`src/rtl/tmds_channel_decoder.sv`:
```
// TMDS receive channel: bit-slip word alignment on control tokens, then 10b->8b/2b decode.
// Optional macro TMDS_DECODER_ERR_COUNT_EN adds a saturating alignment-error counter port.
module tmds_channel_decoder #(
  parameter int SEARCH_TIMEOUT = 16,
  parameter int LOCK_TOKENS    = 8,
  parameter int LOSS_TIMEOUT   = 4096
) (
  input  logic       clk,
  input  logic       rst,
  input  logic [9:0] raw_in,
  output logic [7:0] data_out,
  output logic [1:0] ctrl_out,
  output logic       de_out,
  output logic       locked,
  output logic [3:0] slip_offset,
  output logic       lock_lost
`ifdef TMDS_DECODER_ERR_COUNT_EN
  ,
  output logic [15:0] err_count
`endif
);

  localparam int TMO_W  = (SEARCH_TIMEOUT > 1) ? $clog2(SEARCH_TIMEOUT) : 1;
  localparam int VCNT_W = $clog2(LOCK_TOKENS + 1);
  localparam int LCNT_W = $clog2(LOSS_TIMEOUT + 1);

  localparam logic [TMO_W-1:0]  TMO_LAST  = TMO_W'(SEARCH_TIMEOUT - 1);
  localparam logic [VCNT_W-1:0] VCNT_DONE = VCNT_W'(LOCK_TOKENS);
  localparam logic [LCNT_W-1:0] LCNT_LAST = LCNT_W'(LOSS_TIMEOUT - 1);

  typedef enum logic [1:0] {
    ST_SEARCH = 2'd0,
    ST_VERIFY = 2'd1,
    ST_LOCKED = 2'd2
  } state_t;

  // Bit 0 of the result is the token-seen flag, bits 2:1 the control value {C1,C0}.
  function automatic logic [2:0] token_lookup(input logic [9:0] w);
    logic [2:0] r;
    case (w)
      10'b1101010100: r = 3'b001;
      10'b0010101011: r = 3'b011;
      10'b0101010100: r = 3'b101;
      10'b1010101011: r = 3'b111;
      default:        r = 3'b000;
    endcase
    return r;
  endfunction

  function automatic logic [7:0] tmds_decode(input logic [9:0] w);
    logic [7:0] d;
    logic [7:0] q;
    d    = w[9] ? ~w[7:0] : w[7:0];
    q    = 8'd0;
    q[0] = d[0];
    for (int i = 1; i < 8; i++) begin
      q[i] = w[8] ? (d[i] ^ d[i-1]) : ~(d[i] ^ d[i-1]);
    end
    return q;
  endfunction

  state_t            state_r, state_s;
  logic [9:0]        cur_r, prev_r;
  logic [3:0]        offset_r, offset_s, offset_inc_s;
  logic [TMO_W-1:0]  tmo_r, tmo_s;
  logic [VCNT_W-1:0] vcnt_r, vcnt_s;
  logic [LCNT_W-1:0] lcnt_r, lcnt_s;
  logic              lost_s, abort_s;
  logic [19:0]       pair_s;
  logic [9:0]        win_s;
  logic [2:0]        tok_s;

  assign pair_s       = {cur_r, prev_r};
  assign win_s        = 10'(pair_s >> offset_r);
  assign tok_s        = token_lookup(win_s);
  assign offset_inc_s = (offset_r == 4'd9) ? 4'd0 : offset_r + 4'd1;
  assign slip_offset  = offset_r;

  // Alignment FSM next-state: search/slip, token verification, lock supervision.
  always_comb begin
    state_s  = state_r;
    offset_s = offset_r;
    tmo_s    = tmo_r;
    vcnt_s   = vcnt_r;
    lcnt_s   = lcnt_r;
    lost_s   = 1'b0;
    abort_s  = 1'b0;
    case (state_r)
      ST_SEARCH: begin
        if (tok_s[0]) begin
          state_s = ST_VERIFY;
          vcnt_s  = VCNT_W'(1);
          tmo_s   = '0;
        end else if (tmo_r == TMO_LAST) begin
          offset_s = offset_inc_s;
          tmo_s    = '0;
        end else begin
          tmo_s = tmo_r + TMO_W'(1);
        end
      end
      ST_VERIFY: begin
        // Lock is declared once the counter has been registered at its target.
        if (vcnt_r == VCNT_DONE) begin
          state_s = ST_LOCKED;
          vcnt_s  = '0;
          lcnt_s  = '0;
        end else if (tok_s[0]) begin
          vcnt_s = vcnt_r + VCNT_W'(1);
        end else begin
          state_s  = ST_SEARCH;
          offset_s = offset_inc_s;
          tmo_s    = '0;
          vcnt_s   = '0;
          abort_s  = 1'b1;
        end
      end
      ST_LOCKED: begin
        if (tok_s[0]) begin
          lcnt_s = '0;
        end else if (lcnt_r == LCNT_LAST) begin
          state_s = ST_SEARCH;
          lcnt_s  = '0;
          tmo_s   = '0;
          lost_s  = 1'b1;
        end else begin
          lcnt_s = lcnt_r + LCNT_W'(1);
        end
      end
      default: begin
        state_s = ST_SEARCH;
      end
    endcase
  end

  // Word pipeline, FSM state and registered decode outputs.
  always_ff @(posedge clk) begin
    if (rst) begin
      cur_r     <= 10'd0;
      prev_r    <= 10'd0;
      state_r   <= ST_SEARCH;
      offset_r  <= 4'd0;
      tmo_r     <= '0;
      vcnt_r    <= '0;
      lcnt_r    <= '0;
      data_out  <= 8'd0;
      ctrl_out  <= 2'd0;
      de_out    <= 1'b0;
      locked    <= 1'b0;
      lock_lost <= 1'b0;
    end else begin
      cur_r     <= raw_in;
      prev_r    <= cur_r;
      state_r   <= state_s;
      offset_r  <= offset_s;
      tmo_r     <= tmo_s;
      vcnt_r    <= vcnt_s;
      lcnt_r    <= lcnt_s;
      locked    <= (state_s == ST_LOCKED);
      lock_lost <= lost_s;
      if (state_r != ST_LOCKED) begin
        data_out <= 8'd0;
        ctrl_out <= 2'd0;
        de_out   <= 1'b0;
      end else if (tok_s[0]) begin
        data_out <= 8'd0;
        ctrl_out <= tok_s[2:1];
        de_out   <= 1'b0;
      end else begin
        data_out <= tmds_decode(win_s);
        de_out   <= 1'b1;
      end
    end
  end

`ifdef TMDS_DECODER_ERR_COUNT_EN
  // Counts verification aborts and lock losses, saturating at all-ones.
  always_ff @(posedge clk) begin
    if (rst) begin
      err_count <= 16'd0;
    end else if ((abort_s || lost_s) && (err_count != 16'hFFFF)) begin
      err_count <= err_count + 16'd1;
    end else begin
      err_count <= err_count;
    end
  end
`endif

endmodule

```
`config.mk`:
```
export PLATFORM = sky130hd
export DESIGN_NAME = tmds_channel_decoder
export DESIGN_NICKNAME = d
export VERILOG_FILES = /design/src/rtl/tmds_channel_decoder.sv
export SDC_FILE = /design/constraint.sdc
export NUM_CORES = 1
export LEC_CHECK = 0
export ABC_AREA = 1
export CAP_MARGIN = 10
export CORE_ASPECT_RATIO = 2
export CORE_MARGIN = 2
export CORE_UTILIZATION = 35
export CTS_BUF_LIST = sky130_fd_sc_hd__clkbuf_8
export CTS_CLUSTER_DIAMETER = 100
export DETAILED_ROUTE_END_ITERATION = 10
export PLACE_DENSITY = 0.51
export SYNTH_ARGS = -nofsm -noshare
export SYNTH_HDL_FRONTEND = slang
export SYNTH_SLANG_ARGS = --single-unit
```
`constraint.sdc`:
```
create_clock -name clk -period 3.4 [get_ports clk]
set_input_delay 0.51 -clock clk [delete_from_list [all_inputs] [get_ports clk]]
set_output_delay 0.51 -clock clk [all_outputs]
set_load 0.005 [all_outputs]
```
==> run metrics, run 1 <==
outcome=complete, no violations; share of post-route cells with drive strength above 1=9.22%; worst hold slack=0.452 ns; total routing usage reported by global routing=16.6%; area of the core=9760 um^2; Root Buffer Master=clkbuf_8; type of the tightest min-delay check=reg -> reg; number of library cell types mapped by synthesis=36; Tmin final=3.00 ns; flop-to-flop setup slack=0.40 ns; average size of a mapped cell=6.73 um^2; Max Cap Viol=0; count of yosys warnings during synthesis=0; net count of the finished layout=576; via count of the first global-routing pass=3049; Final period util=88.4%; count of clock tree sinks=60; hold buffers post-CTS=0; weighted congestion reported at the end of routability-driven placement=0.869; Bufs and invs on worst path=3; effective utilization at floorplan=35.9%; endpoint of the most critical register-to-register path=lcnt_r[5]$_SDFFE_PP0P_; startpoint type of the worst setup path=flip-flop; Die Outline Area=10900 um^2; Yosys reg bits=60; maximum number of pins on one net before global-route repair=34; hold worst-path end=prev_r[1]$_SDFF_PP0_; number of design-rule violations left by the first detailed-router iteration=140; Clock Pin Slew Worst Setup and Hold Paths=0.07 ns; required time reported for the critical path endpoint=3.63 ns; setup fix buffers added after clock tree synthesis=0; Synth Net Count=549; Max Clock Freq=333 MHz; H-tree lvl count=3; later-pin clock latency in the skew report=0.35 ns; Final Hold Fails=0; kind of end point of the critical path=flip-flop; FF-to-FF Start=slip_offset[3]$_SDFFE_PP0P_; Post-CTS Resized=0; global route total overflow=0; largest stage delay on the critical path=0.58 ns; post-route antenna net violation count=0; commonest register cell after synthesis=dfxtp_1; wire length of the first global-routing pass=13900 um; maximum buffer depth of the clock tree=2; CTS tree=built; overall power after layout=0.00148 W; number of synthesized flops with an enable pin=0; x dimension of the die=74.8 um; drc violations=0; length of the first detailed-routing pass in iterations=4; critical-path maximum fanout=11; peak ir drop on the vdd network=0.275 mV; Worst Tran Pin Value=0.546 ns; Power Dens Cells=362 nW/um^2; post-synthesis cell area=3510 um^2; gate count after technology mapping=521; Wirelength per Cell=12.4 um; Routed WL=8510 um; setup repair after global routing missed its margin=false; critical path data arrival time=3.24 ns; R2R depth=14; IO buf count=28; num ports=29; number of diodes=0; hold path start=cur_r[1]$_SDFF_PP0_; critical-path cell list=inv_2 -> nor2_2 -> inv_1 -> o21ai_0 -> a31oi_1 -> inv_1 -> ha_1 -> nand2_1 -> nor2_1 -> nand3_4 -> nand2_8 -> o21ai_1 -> nand2_1 -> nor3_1; CP Launch Point=slip_offset[3]$_SDFFE_PP0P_; fraction of registers with async set/reset=0%; slowest library cell on the worst path=dfxtp_1; Max Clock Skew=0.0115 ns; number of setup violations in the final report=0; relative area change from synthesis to final layout=16.5%; Leak Pwr=1.83 nW; dominant delay contributor by cell family on the critical path=simple AND/OR/NAND/NOR gates; y dimension of the die=146 um; Hold Path Stages=2; Seq/Total Area, Yosys=34.2%; TNS Setup=0 ns; clock buffer count from CTS=9; HPWL reported at the end of detailed placement=6900 um; worst slew slack as a fraction of its limit=63.5%; count of pins over their slew limit=0; initial antenna violation count=0; category of the critical setup timing path=reg -> reg; via-per-instance ratio=4.68; total via count after detailed routing=3205; number of standard-cell rows in the floorplan=51
[worst reg2reg max path, stage by stage (launching register included)]
cell	delay [ns]
dfxtp_1	0.58
inv_2	0.20
nor2_2	0.33
inv_1	0.18
o21ai_0	0.20
a31oi_1	0.10
inv_1	0.09
ha_1	0.13
nand2_1	0.05
nor2_1	0.18
nand3_4	0.18
nand2_8	0.16
o21ai_1	0.08
nand2_1	0.36
nor3_1	0.08
[state kept, by name, summed over array words and instances (netlist names)]
| register | cells |
|---|---|
| ctrl_out | 2 |
| cur_r | 10 |
| data_out | 8 |
| de_out | 1 |
| lcnt_r | 13 |
| lock_lost | 1 |
| locked | 1 |
| prev_r | 10 |
| slip_offset | 4 |
| state_r | 2 |
| tmo_r | 4 |
| vcnt_r | 4 |
[worst max-delay path by stage]
stage,to,slack [ns],cells past startpoint
after floorplan,lcnt_r[10]$_SDFFE_PP0P_,1.00,16
after global placement,lcnt_r[5]$_SDFFE_PP0P_,0.37,14
after detailed placement,lcnt_r[5]$_SDFFE_PP0P_,0.36,14
after CTS,lcnt_r[5]$_SDFFE_PP0P_,0.33,14
after global routing,lcnt_r[3]$_SDFFE_PP0P_,0.10,14
final,lcnt_r[5]$_SDFFE_PP0P_,0.40,14
[synthesized netlist by cell type, drive strengths merged, types with 2 or more instances]
cell    number  area, um^2
clkbuf       4        15.0
nand3       54         298
a31oi        2        12.5
o21ai       28         144
nand4        8        50.1
ha          16         200
nor3         4        30.0
a21oi       37         196
nor2        52         208
inv         67         251
xnor2        2        17.5
dfxtp       60        1200
nand2      153         634
buf         12        82.6
or2          6        37.5
xor2        11        96.3
[per-stage QoR]
stage | utilization, % | cell area [um^2] | std cells | setup slack, ns
after floorplan | - | 3510 | 521 | 1.00
after global placement | 39.8 | 3890 | 669 | 0.374
after detailed placement | 39.8 | 3890 | 669 | 0.362
after CTS | 41.9 | 4090 | 685 | 0.333
after global routing | 41.9 | 4090 | 685 | 0.104
final | 41.9 | 4090 | 685 | 0.395
[layout by cell type, fill, tap and decap left out, types with 11 or more instances in the layout]
cell type and instances:
ha_1 16, clkbuf_8 11, nand3_1 50, inv_1 64, nor2_1 49, clkdlybuf4s50_1 28, nand2_1 144, o21ai_0 21
a21oi_1 34, xor2_1 11, dfxtp_1 60
[power breakdown]
part | leakage (nW) | internal, W | switching [W]
clock | 0.107 | 0.000373 | 0.000282
combinational | 1.24 | 0.0000413 | 0.0000582
sequential | 0.488 | 0.000717 | 0.00000943
[final cells by class]
cell class | count | area [um^2]
fill | 1086 | 5670
multi-input combinational | 377 | 1950
sequential | 60 | 1200
timing repair buffer | 32 | 310
inverter | 68 | 255
tap | 132 | 165
clock buffer | 11 | 151
clock inverter | 5 | 51.3
[kinds of logic (layout without fill, tap and decap cells)]
| kind of cell | count (synthesis) | in the layout | synth area share, % |
|---|---|---|---|
| adders and majority gates | 16 | 16 | 5.71 |
| and+or+nand+nor | 279 | 279 | 36.2 |
| xor gates and xnor gates | 13 | 13 | 3.25 |
| DFF | 60 | 60 | 34.2 |
| buffers and inverters | 84 | 116 | 10.1 |
| AOI/OAI and AO/OA | 69 | 69 | 10.5 |
[layer usage]
| metal | up-vias | global-route usage (%) | share of wire, % |
|---|---|---|---|
| li1 | 1708 | - | - |
| met1 | 1426 | 16.1 | 38 |
| met3 | 24 | 3.39 | 2.3 |
| met2 | 47 | 30.7 | 56 |
| met4 | 0 | 9.64 | 4.2 |
| met5 | - | 0 | 0 |
(Power assumes the default switching activity.)
==> run 2: changes to the inputs <==
- SLEW_MARGIN: default -> 15
==> results of run 2 <==
Same layout as run 1: the final DEF is identical, and so are final timing and power.
==> run 3: changes to the inputs <==
- PLACE_DENSITY: 0.51 -> default
- SLEW_MARGIN: 15 -> default
==> run 3 against run 2 <==
  * Clock skew shrank 0.0013 ns
  * Die area is the same
  * Global-route usage shrank 0.91 points
  * Flip-flop and latch count is the same
  * Count of clock-buffer cells in the layout shrank 1
  * First-iteration DRC count shrank 5.0%
  * Critical path type unchanged
  * Total power grew 4.0%
  * Final cell count grew 0.29%
  * Wire length shrank 7.9%
  * Via count grew 0.37%
  * Fmax grew 5.0%
  * Critical endpoint unchanged
  * Worst hold slack lost 0.0092 ns
==> run metrics, run 3 (synthesis gave the netlist of run 1 again) <==
outcome=complete, no violations; Die Outline Area=10900 um^2 (unchanged); Clock Pin Slew Worst Setup and Hold Paths=0.07 ns (about the same); count of pins over their slew limit=0 (unchanged); worst slew slack as a fraction of its limit=65.7% (+2.2 points); Critical path destination=lcnt_r[5]$_SDFFE_PP0P_; fin cells=687 (+0.29%); Final period util=84.1% (-4.2 points); number of setup violations in the final report=0 (unchanged); peak ir drop on the vdd network=0.222 mV (-19%); critical-path maximum fanout=33 (+22); dominant delay contributor by cell family on the critical path=simple AND/OR/NAND/NOR gates; count of clock tree sinks=60 (unchanged); via-per-instance ratio=4.68 (about the same); Leak Pwr=1.85 nW (+1.2%); total instance count after detailed placement=671 (+0.30%); leading cell type in the layout, fill and taps excluded=nand2_1; largest stage delay on the critical path=0.31 ns (-0.27 ns); kind of end point of the critical path=flip-flop; Max Clock Freq=350 MHz (+5.0%); Post-CTS Resized=0 (unchanged); num ports=29 (unchanged); setup repair after global routing missed its margin=false; flip-flop count of the largest register after layout=13 (unchanged); CTS tree=built; net count of the finished layout=578 (+0.35%); length of the first detailed-routing pass in iterations=4 (unchanged); Bufs and invs on worst path=4 (+1); Root Buffer Master=clkbuf_8; slowest library cell on the worst path=dfxtp_1; R2R depth=16 (+2); Largest regs=lcnt_r (13), cur_r (10), prev_r (10); initial antenna violation count=0 (unchanged); endpoint of the most critical register-to-register path=lcnt_r[5]$_SDFFE_PP0P_; startpoint type of the worst setup path=flip-flop; y dimension of the die=146 um (unchanged); number of standard-cell rows in the floorplan=51 (unchanged); Final Hold Fails=0 (unchanged); total routing usage reported by global routing=15.7% (-0.91 points); register bank with the most flops=lcnt_r; x dimension of the die=74.8 um (unchanged); critical-path cell list=buf_4 -> inv_2 -> nand2_1 -> nand3_1 -> nand2_1 -> a21oi_1 -> a21oi_1 -> inv_1 -> ha_1 -> nand4_1 -> inv_1 -> nand2_8 -> nand2_8 -> o21ai_1 -> nand2_1 -> nor3_1; category of the critical setup timing path=reg -> reg; Hold Path Stages=2 (unchanged); critical path data arrival time=3.12 ns (-0.12 ns); flop-to-flop setup slack=0.54 ns (+0.14 ns); TNS Setup=0 ns (unchanged); CP Launch Point=slip_offset[0]$_SDFFE_PP0P_; via count of the first global-routing pass=3038 (-0.36%); Tmin final=2.86 ns (-0.144 ns); area of the core=9760 um^2 (unchanged); Crit. path cell count=16 (+2); post-route antenna net violation count=0 (unchanged); relative area change from synthesis to final layout=17.4%; type of the tightest min-delay check=reg -> reg; sequential cell area=1200 um^2 (unchanged); number of design-rule violations left by the first detailed-router iteration=133 (-5.0%); most used cells in the layout excluding fill and tap cells=144 x nand2_1, 64 x inv_1, 60 x dfxtp_1; hold buffers post-CTS=0 (unchanged); filler cell count=1032 (-5.0%); HPWL reported at the end of detailed placement=6070 um (-12%); drc violations=0 (unchanged); share of post-route cells with drive strength above 1=9.55% (+0.33 points); setup fix buffers added after clock tree synthesis=0 (unchanged); later-pin clock latency in the skew report=0.35 ns (about the same); global route total overflow=0 (unchanged); wire length of the first global-routing pass=13400 um (-3.2%); Max Cap Viol=0 (unchanged); weighted congestion reported at the end of routability-driven placement=0.966 (+11%); Worst Tran Pin Value=0.513 ns (-0.0332 ns); IO buf count=28 (unchanged); number of diodes=0 (unchanged); maximum buffer depth of the clock tree=2 (unchanged); Multi-input gate area=1950 um^2 (unchanged); clock buffer count from CTS=9 (unchanged); Power Dens Cells=374 nW/um^2 (+3.3%); H-tree lvl count=3 (unchanged); Routed WL=7830 um (-7.9%); worst hold slack=0.442 ns (-0.00920 ns); total via count after detailed routing=3217 (+0.37%); maximum number of pins on one net before global-route repair=34 (unchanged); FF-to-FF Start=slip_offset[0]$_SDFFE_PP0P_; cell with the most instances on the worst path=nand2_1; Wirelength per Cell=11.4 um (-8.2%); Max Clock Skew=0.0102 ns (-0.00131 ns); effective utilization at floorplan=35.9% (unchanged); required time reported for the critical path endpoint=3.66 ns (+0.03 ns)
==> run 3: cell types whose count changed in the layout (fill, tap and decap cells not counted) <==
cell / previous run / this run
clkbuf_8: 11 / 10
buf_4: 4 / 6
clkinv_2: 2 / 3
bufinv_16: 1 / 2
clkinvlp_4: 1 / 0
==> run 3: worst min-delay path by stage <==
stage	slack, ns	startpoint	endpoint
finish	0.44	lcnt_r[12]$_SDFFE_PP0P_	lcnt_r[12]$_SDFFE_PP0P_
global route	0.45	lcnt_r[12]$_SDFFE_PP0P_	lcnt_r[12]$_SDFFE_PP0P_
CTS	0.45	lcnt_r[12]$_SDFFE_PP0P_	lcnt_r[12]$_SDFFE_PP0P_
detailed placement	0.43	lcnt_r[12]$_SDFFE_PP0P_	lcnt_r[12]$_SDFFE_PP0P_
global placement	0.43	lcnt_r[12]$_SDFFE_PP0P_	lcnt_r[12]$_SDFFE_PP0P_
floorplan	0.41	cur_r[3]$_SDFF_PP0_	prev_r[3]$_SDFF_PP0_
==> run 3: through the flow <==
step                      util, %  cell area [um^2]  power (W)  setup WS (ns)
after floorplan                 -              3510   0.000808           1.00
after global placement       40.0              3900   0.000839          0.597
after detailed placement     40.0              3900   0.000840          0.543
after CTS                    42.2              4120    0.00157          0.513
after global routing         42.2              4120    0.00160          0.118
final                        42.2              4120    0.00154          0.539
==> run 3: layout make-up <==
type	instances	area share [%]
Multi-Input combinational cell	377	47.5
Timing Repair Buffer	34	7.90
Clock buffer	10	3.34
Clock inverter	6	1.91
Inverter	68	6.20
Tap cell	132	4.01
Sequential cell	60	29.2
==> run 3: per-layer routing <==
layer | global-route usage, % | up-vias | routed length (um)
met5 | 0 | - | 0
met4 | 8.21 | 0 | 231
met3 | 3.19 | 16 | 256
met2 | 28.1 | 58 | 4320
met1 | 16.5 | 1434 | 3020
li1 | - | 1709 | -
==> run 3: worst register-to-register path, delay by kind of cell, from the launching register on <==
kind / cells / cell delay, ns
buffers and inverters: 4 / 0.65
adder cells (fa/ha/maj): 1 / 0.22
AND/OR/NAND/NOR: 8 / 1.12
flip-flops: 1 / 0.31
AO/OA/AOI/OAI: 3 / 0.46
==> run 3: where the power goes <==
group	leakage [nW]	internal, W	switching, W
sequential	0.488	0.000717	0.00000978
combinational	1.25	0.0000411	0.0000558
clock	0.117	0.000426	0.000291
